File: src/rtl/memory_arbiter.sv
// memory_arbiter: serialises data and fetch requests onto a single variable-latency RAM port,
// data first, with a sticky watchdog that traps a RAM that never signals completion.
`default_nettype none

module memory_arbiter #(
  parameter int ADDR_W  = 32,
  parameter int DATA_W  = 32,
  parameter int TIMEOUT = 255
) (
  input  logic              CLK,
  input  logic              nRST,
  input  logic              imemREN,
  input  logic              dmemREN,
  input  logic              dmemWEN,
  input  logic [ADDR_W-1:0] imemaddr,
  input  logic [ADDR_W-1:0] dmemaddr,
  input  logic [DATA_W-1:0] dmemstore,
  output logic              ihit,
  output logic              dhit,
  output logic [DATA_W-1:0] imemload,
  output logic [DATA_W-1:0] dmemload,
  output logic              ramREN,
  output logic              ramWEN,
  output logic [ADDR_W-1:0] ramaddr,
  output logic [DATA_W-1:0] ramstore,
  input  logic [DATA_W-1:0] ramload,
  input  logic              ramready,
  output logic              err
);

  localparam int CNT_W = (TIMEOUT < 1) ? 1 : $clog2(TIMEOUT + 1);
  localparam logic [CNT_W-1:0] TIMEOUT_C = CNT_W'(TIMEOUT);

  typedef enum logic [1:0] {
    IDLE = 2'd0,
    DACC = 2'd1,
    IACC = 2'd2,
    ERR  = 2'd3
  } state_t;

  state_t              state_q, state_d;
  logic [ADDR_W-1:0]   addr_q,  addr_d;
  logic [DATA_W-1:0]   store_q, store_d;
  logic                wen_q,   wen_d;
  logic [CNT_W-1:0]    cnt_q,   cnt_d;
  logic [CNT_W-1:0]    cnt_inc;
  logic                in_dacc, in_iacc;

  assign cnt_inc = cnt_q + 1'b1;
  assign in_dacc = (state_q == DACC);
  assign in_iacc = (state_q == IACC);

  always_ff @(posedge CLK or negedge nRST) begin
    if (!nRST) begin
      state_q <= IDLE;
      addr_q  <= '0;
      store_q <= '0;
      wen_q   <= 1'b0;
      cnt_q   <= '0;
    end else begin
      state_q <= state_d;
      addr_q  <= addr_d;
      store_q <= store_d;
      wen_q   <= wen_d;
      cnt_q   <= cnt_d;
    end
  end

  always_comb begin
    state_d = state_q;
    addr_d  = addr_q;
    store_d = store_q;
    wen_d   = wen_q;
    cnt_d   = cnt_q;
    case (state_q)
      IDLE: begin
        if (dmemWEN || dmemREN) begin
          state_d = DACC;
          addr_d  = dmemaddr;
          store_d = dmemstore;
          wen_d   = dmemWEN;
          cnt_d   = '0;
        end else if (imemREN) begin
          state_d = IACC;
          addr_d  = imemaddr;
          store_d = '0;
          wen_d   = 1'b0;
          cnt_d   = '0;
        end
      end
      DACC, IACC: begin
        // Completion on the final allowed cycle beats the watchdog.
        if (ramready) begin
          state_d = IDLE;
        end else begin
          cnt_d = cnt_inc;
          if (cnt_inc == TIMEOUT_C) begin
            state_d = ERR;
          end
        end
      end
      ERR:     state_d = ERR;
      default: state_d = IDLE;
    endcase
  end

  assign ramREN   = in_iacc || (in_dacc && !wen_q);
  assign ramWEN   = in_dacc && wen_q;
  assign ramaddr  = (in_dacc || in_iacc) ? addr_q : '0;
  assign ramstore = (in_dacc && wen_q) ? store_q : '0;

  // A hit needs the requester still asking for the same operation it was granted.
  assign dhit     = in_dacc && ramready && (wen_q ? dmemWEN : dmemREN);
  assign ihit     = in_iacc && ramready && imemREN;
  assign dmemload = dhit ? ramload : '0;
  assign imemload = ihit ? ramload : '0;

  assign err = (state_q == ERR);

endmodule

`default_nettype wire

File: config.mk
export PLATFORM = sky130hd
export DESIGN_NAME = memory_arbiter
export DESIGN_NICKNAME = d
export VERILOG_FILES = /design/src/rtl/memory_arbiter.sv
export SDC_FILE = /design/constraint.sdc
export NUM_CORES = 1
export LEC_CHECK = 0
export CELL_PAD_IN_SITES_DETAIL_PLACEMENT = 1
export CELL_PAD_IN_SITES_GLOBAL_PLACEMENT = 1
export CORE_ASPECT_RATIO = 0.6
export CORE_MARGIN = 2
export CORE_UTILIZATION = 28
export DETAILED_ROUTE_END_ITERATION = 10
export GPL_ROUTABILITY_DRIVEN = 0
export PLACE_DENSITY = 0.91
export RECOVER_POWER = 100
export REMOVE_ABC_BUFFERS = 1
export SYNTH_ARGS = -nofsm -noshare
export SYNTH_HDL_FRONTEND = slang
export SYNTH_SLANG_ARGS = --single-unit
File: constraint.sdc
create_clock -name CLK -period 6.29 [get_ports CLK]
set_clock_uncertainty 0.2 [all_clocks]
set_input_delay 0.629 -clock CLK [delete_from_list [all_inputs] [get_ports CLK]]
set_output_delay 0.629 -clock CLK [all_outputs]
set_load 0.1 [all_outputs]
; Word-level counts from Yosys, hierarchy flattened
; Cells that the tools add are included.
[op_classes]
n_mux = 20
n_addsub = 1
n_eq_ne = 7
reduce_logical = 17
[ops]
columns = op, count
row1 = $mux 32, 8
row2 = $mux 8, 3
row3 = $pmux 8 s2, 1
row4 = $add 8x1->8 const B, 1
row5 = $eq 8x8->1 const B, 1
row6 = $mux 2, 4
row7 = $logic_and 1x1->1, 6
row8 = $ne 3x3->1 const B, 2
row9 = $pmux 2 s3, 1
row10 = $eq 2x2->1 const B, 2
row11 = $reduce_and 2->1, 2
row12 = $reduce_bool 2->1, 2
row13 = $logic_or 1x1->1, 3
row14 = $mux 1, 3
row15 = $reduce_and 3->1, 1
row16 = $eq 2x1->1 const B, 1
row17 = $logic_not 2->1, 1
row18 = $ne 2x2->1 const B, 1
row19 = $reduce_or 2->1, 1
row20 = $logic_not 1->1, 1
[totals]
elab_cells = 50
inputBits = 134
register_bits = 75

; Longest topological paths before layout
[logic_depth]
word_depth = 5
mapped_depth = 8
depth_no_buf = 7

; Least setup slack after synthesis
; OpenSTA, ideal clock, no wires.
[synth_path]
path_type = register to output
from = register state_q[1]
to = output dmemload[22]
path_buffers = 1
required_ns = 5.461
stages_incl_launch_ff = 7
slack_ns = 2.576
arrival_ns = 2.885
path_cell_list = dfrtp_1 inv_1 ha_1 nand2_1 nor2_1 clkbuf_1 and2_1
[synth_between]
elab_chain_len = 4
[synth_rtl]
columns = element, line
row1 = from (decl), 41  ; state_t state_q, state_d;
row2 = from (signal assigned), 61  ; state_q <= state_d;
row3 = $eq 2x1->1, 50  ; assign in_dacc = (state_q == DACC);
row4 = $logic_and 1x1->1 (2 in series), 113  ; assign dhit = in_dacc && ramready && (wen_q ? dmemWEN : dmemREN);
row5 = net dhit, 19  ; output logic dhit,
row6 = $mux 32, 115  ; assign dmemload = dhit ? ramload : '0;
row7 = to (decl), 21  ; output logic [DATA_W-1:0] dmemload,
; The timed path passes the listed nets, and every way through them passes these cells.

; Worst setup path after layout
[layout_path]
from = input dmemWEN
to = register addr_q[10]
[layout_between]
elab_chain_len = 3
[layout_rtl]
columns = element, line
row1 = from (decl), 14  ; input logic dmemWEN,
row2 = $logic_or 1x1->1 *, 77  ; if (dmemWEN || dmemREN) begin
row3 = $reduce_bool 2->1 (no line), --
row4 = $reduce_and 2->1 (no line), --
row5 = to (signal assigned), 62  ; addr_q <= addr_d;
row6 = to (decl), 42  ; logic [ADDR_W-1:0] addr_q, addr_d;
; Mark *: on every way between the ends. The rest lies on a longest branch, timed or not.
; A chain may end at the register's enable or synchronous reset.

==> flow_summary.yaml <==
global_routing:
  antenna_found_initial: 0
  grt_first_pass_wirelength_microns: 26000
  grt_util_met2_pct: 35.8
  grt_most_used_layer: "met2"
  grt_usage_pct: 20.4
  use_met3_pct: 5.42
  grt-ovfl-total: 0
  grt_start_max_net_pins: 76
  grtUsageMet1_pct: 25.5
  grt_pass1_vias: 4728
hold_path:
  whs_path_depth: 2
  holdCritPathClass: "flop to flop"
floorplan:
  core_sq_um: 14700
  die_area_sq_um: 16300
  io_pins: 267
  dieHeight_microns: 99.6
  start_util_pct: 29.1
  num_rows: 34
  die_x_microns: 163
synth:
  seq_area_frac_synth_pct: 44.0
  syn_area_sq_um: 4270
  synth.distinct_cells: 36
  synth-seq-cells: 75
  synth_top_cells_by_area: "dfrtp_1 44%, and2_1 14%, mux2i_1 7.7%"
  syn_inst: 447
  synth_top_area_cell: "dfrtp_1"
  synth_warnings: 0
  yosysTopAreaCellShare_pct: 44.0
  syn_avg_cell_area_sq_um: 9.55
place:
  dp_hpwl_microns: 12600
  port_buffers: 266
power:
  irDropWorstVdd_mv: 0.439
  p_per_area_nw_per_um2: 572
  p_leak_nw: 3.51
finish:
  post-route-util_pct: 50.1
  fillers: 1654
  drive_above_1_share_pct: 3.15
  area_delta_synth_final_pct: 72.1
  nets: 835
timing:
  fmax_mhz: 208
  rsz0062_at_grt: "false"
  max_slew.worst_pin.slew_ns: 4.14
  hold_slack_ns: 0.278
  hold_violations: 0
  slew_viol_final: 144
  tns_ns: 0
  relSlewSlack_pct: -176
  finalSetupViolCount: 0
  finalCritPeriodShare_pct: 76.6
  fin_crit_ns: 4.82
setup_path:
  path_depth: 5
  worst-path-buf-inv: 2
  cp_top_family: "buffers and inverters"
  worstPathCellList: "dlygate4sd3_1 > or2_0 > o21ai_4 > clkbuf_1 > o21ai_0"
  arrival_ns: 4.70
  start_kind: "primary input"
  rr_worst_depth: 5
  crit_required_ns: 6.18
  worstSetupPathType: "primary input to flop"
  end_kind: "flop"
  slowest_stage: "clkbuf_1"
  path_max_fanout: 67
  slowest_delay_ns: 2.02
clock_tree:
  cts_made_buffers: 9
  htreeDepth: 3
  clk_latency_ns: 0.33
  post_cts_resized: 0
  path_clk_slew_ns: 0.06
  cts_tree: "done"
  postCtsHoldBufs: 0
  post-cts-setup-buffers: 0
  cts_num_sinks: 75
  clock_path_buffers: 2
  root_buffer: "clkbuf_16"
route:
  remaining_drc_errors: 0
  drt_iter0_drc: 178
  vias: 4345
  viasPerCell: 4.84
  ant_nets: 0
  drtPass1Iterations: 4
  avgRoutedWirePerCell_microns: 18.7
  wirelength_microns: 16800
status:
  status: "finished with violations"
  violations: "max-capacitance violations, max-slew violations"
flow_run:
  maxCapViolCount: 2
## synth_stat cells (all sizes together)
library cell / instances
o311ai: 2
nand3: 4
o21ai: 44
or3: 1
nand2: 40
inv: 6
nor2b: 3
a222oi: 2
clkbuf: 19
a21o: 1
nor4b: 1
nand2b: 4
and3: 34
o31ai: 3
or2: 1
xnor2: 2
buf: 15
a211oi: 1
a31oi: 2
o41ai: 1
nor2: 10
ha: 7
and2: 98
nor3: 1
mux2i: 33
a21oi: 2
a22o: 32
nand4bb: 2
o21a: 1
dfrtp: 75
## cell usage in the layout (no fill, tap or decap), types with 2 or more instances in the layout
master and instances:
dlygate4sd3_1 134, clkdlybuf4s50_1 131, and2_1 98, dfrtp_1 75
o21ai_0 41, nand2_1 40, and3_1 34, mux2i_1 33
a22o_1 32, nor2_1 9, clkbuf_16 9, ha_1 7
inv_1 6, nand2b_1 4, clkbuf_1 4, nor2b_1 3
nand3_1 3, o31ai_1 3, buf_4 3, xnor2_1 2
a31oi_1 2, a21oi_1 2, nand4bb_1 2, a222oi_1 2
o311ai_0 2, o21ai_1 2, clkinvlp_4 2
## report_power, final
part           total, mW  switching, mW  internal [mW]  leakage (nW)
sequential         0.857          0.155          0.702         0.938
combinational       2.83           2.17          0.665          2.44
clock              0.514          0.205          0.310         0.136
total               4.20           2.53           1.68          3.51
## logic make-up after synthesis
logic type,after synthesis,synth area share (%)
buffers and inverters,40,4.25
adder cells (fa/ha/maj),7,2.05
AND/OR/NAND/NOR,199,27.0
AO/OA/AOI/OAI,91,14.6
flip-flops,75,44.0
XOR/XNOR,2,0.411
multiplexers,33,7.74
## final cells by class
class	count	area, sq um	share of cell area [%]
antenna	1	2.50	0.0341
timing repair buffer	270	2680	36.5
sequential	75	1880	25.5
clock buffer	11	233	3.17
clock inverter	5	62.6	0.851
multi-input combinational	332	2220	30.2
inverter	6	22.5	0.307
tap	198	248	3.37
## worst paths after layout
path | end | slack (ns) | start
max | addr_q[10]$_DFFE_PN0P_ | 1.47 | dmemWEN
min | addr_q[18]$_DFFE_PN0P_ | 0.28 | addr_q[18]$_DFFE_PN0P_
max reg2reg | addr_q[10]$_DFFE_PN0P_ | 2.25 | state_q[0]$_DFFE_PN0P_
min reg2reg | addr_q[18]$_DFFE_PN0P_ | 0.28 | addr_q[18]$_DFFE_PN0P_
max in group asynchronous | cnt_q[5]$_DFFE_PN0P_ | 2.00 | nRST
min in group asynchronous | addr_q[28]$_DFFE_PN0P_ | 1.53 | nRST
## flip-flops by register name, summed over array words and instances (netlist names)
name,flops
addr_q,32
store_q,32
cnt_q,8
state_q,2
wen_q,1
## tightest hold or removal path: stages (launching register included)
cell	delay [ns]
dfrtp_1	0.34
nand2_1	0.05
o21ai_0	0.06
## through the flow
stage | worst slack, ns | cells | cell area, sq um | power, mW
after floorplan | 1.52 | 413 | 4110 | 2.99
after global placement | 2.22 | 881 | 7060 | 3.69
after detailed placement | 2.00 | 881 | 7060 | 3.78
after CTS | 1.72 | 897 | 7350 | 4.32
after global routing | 0.893 | 897 | 7340 | 4.41
final | 1.47 | 898 | 7350 | 4.20
## routing by layer
| layer | part of all wire (%) | vias up |
|---|---|---|
| met1 | 43 | 2121 |
| met4 | 1.0 | 0 |
| li1 | - | 2041 |
| met5 | 0 | - |
| met3 | 6.7 | 16 |
| met2 | 49 | 167 |
(Power assumes the default switching activity.)
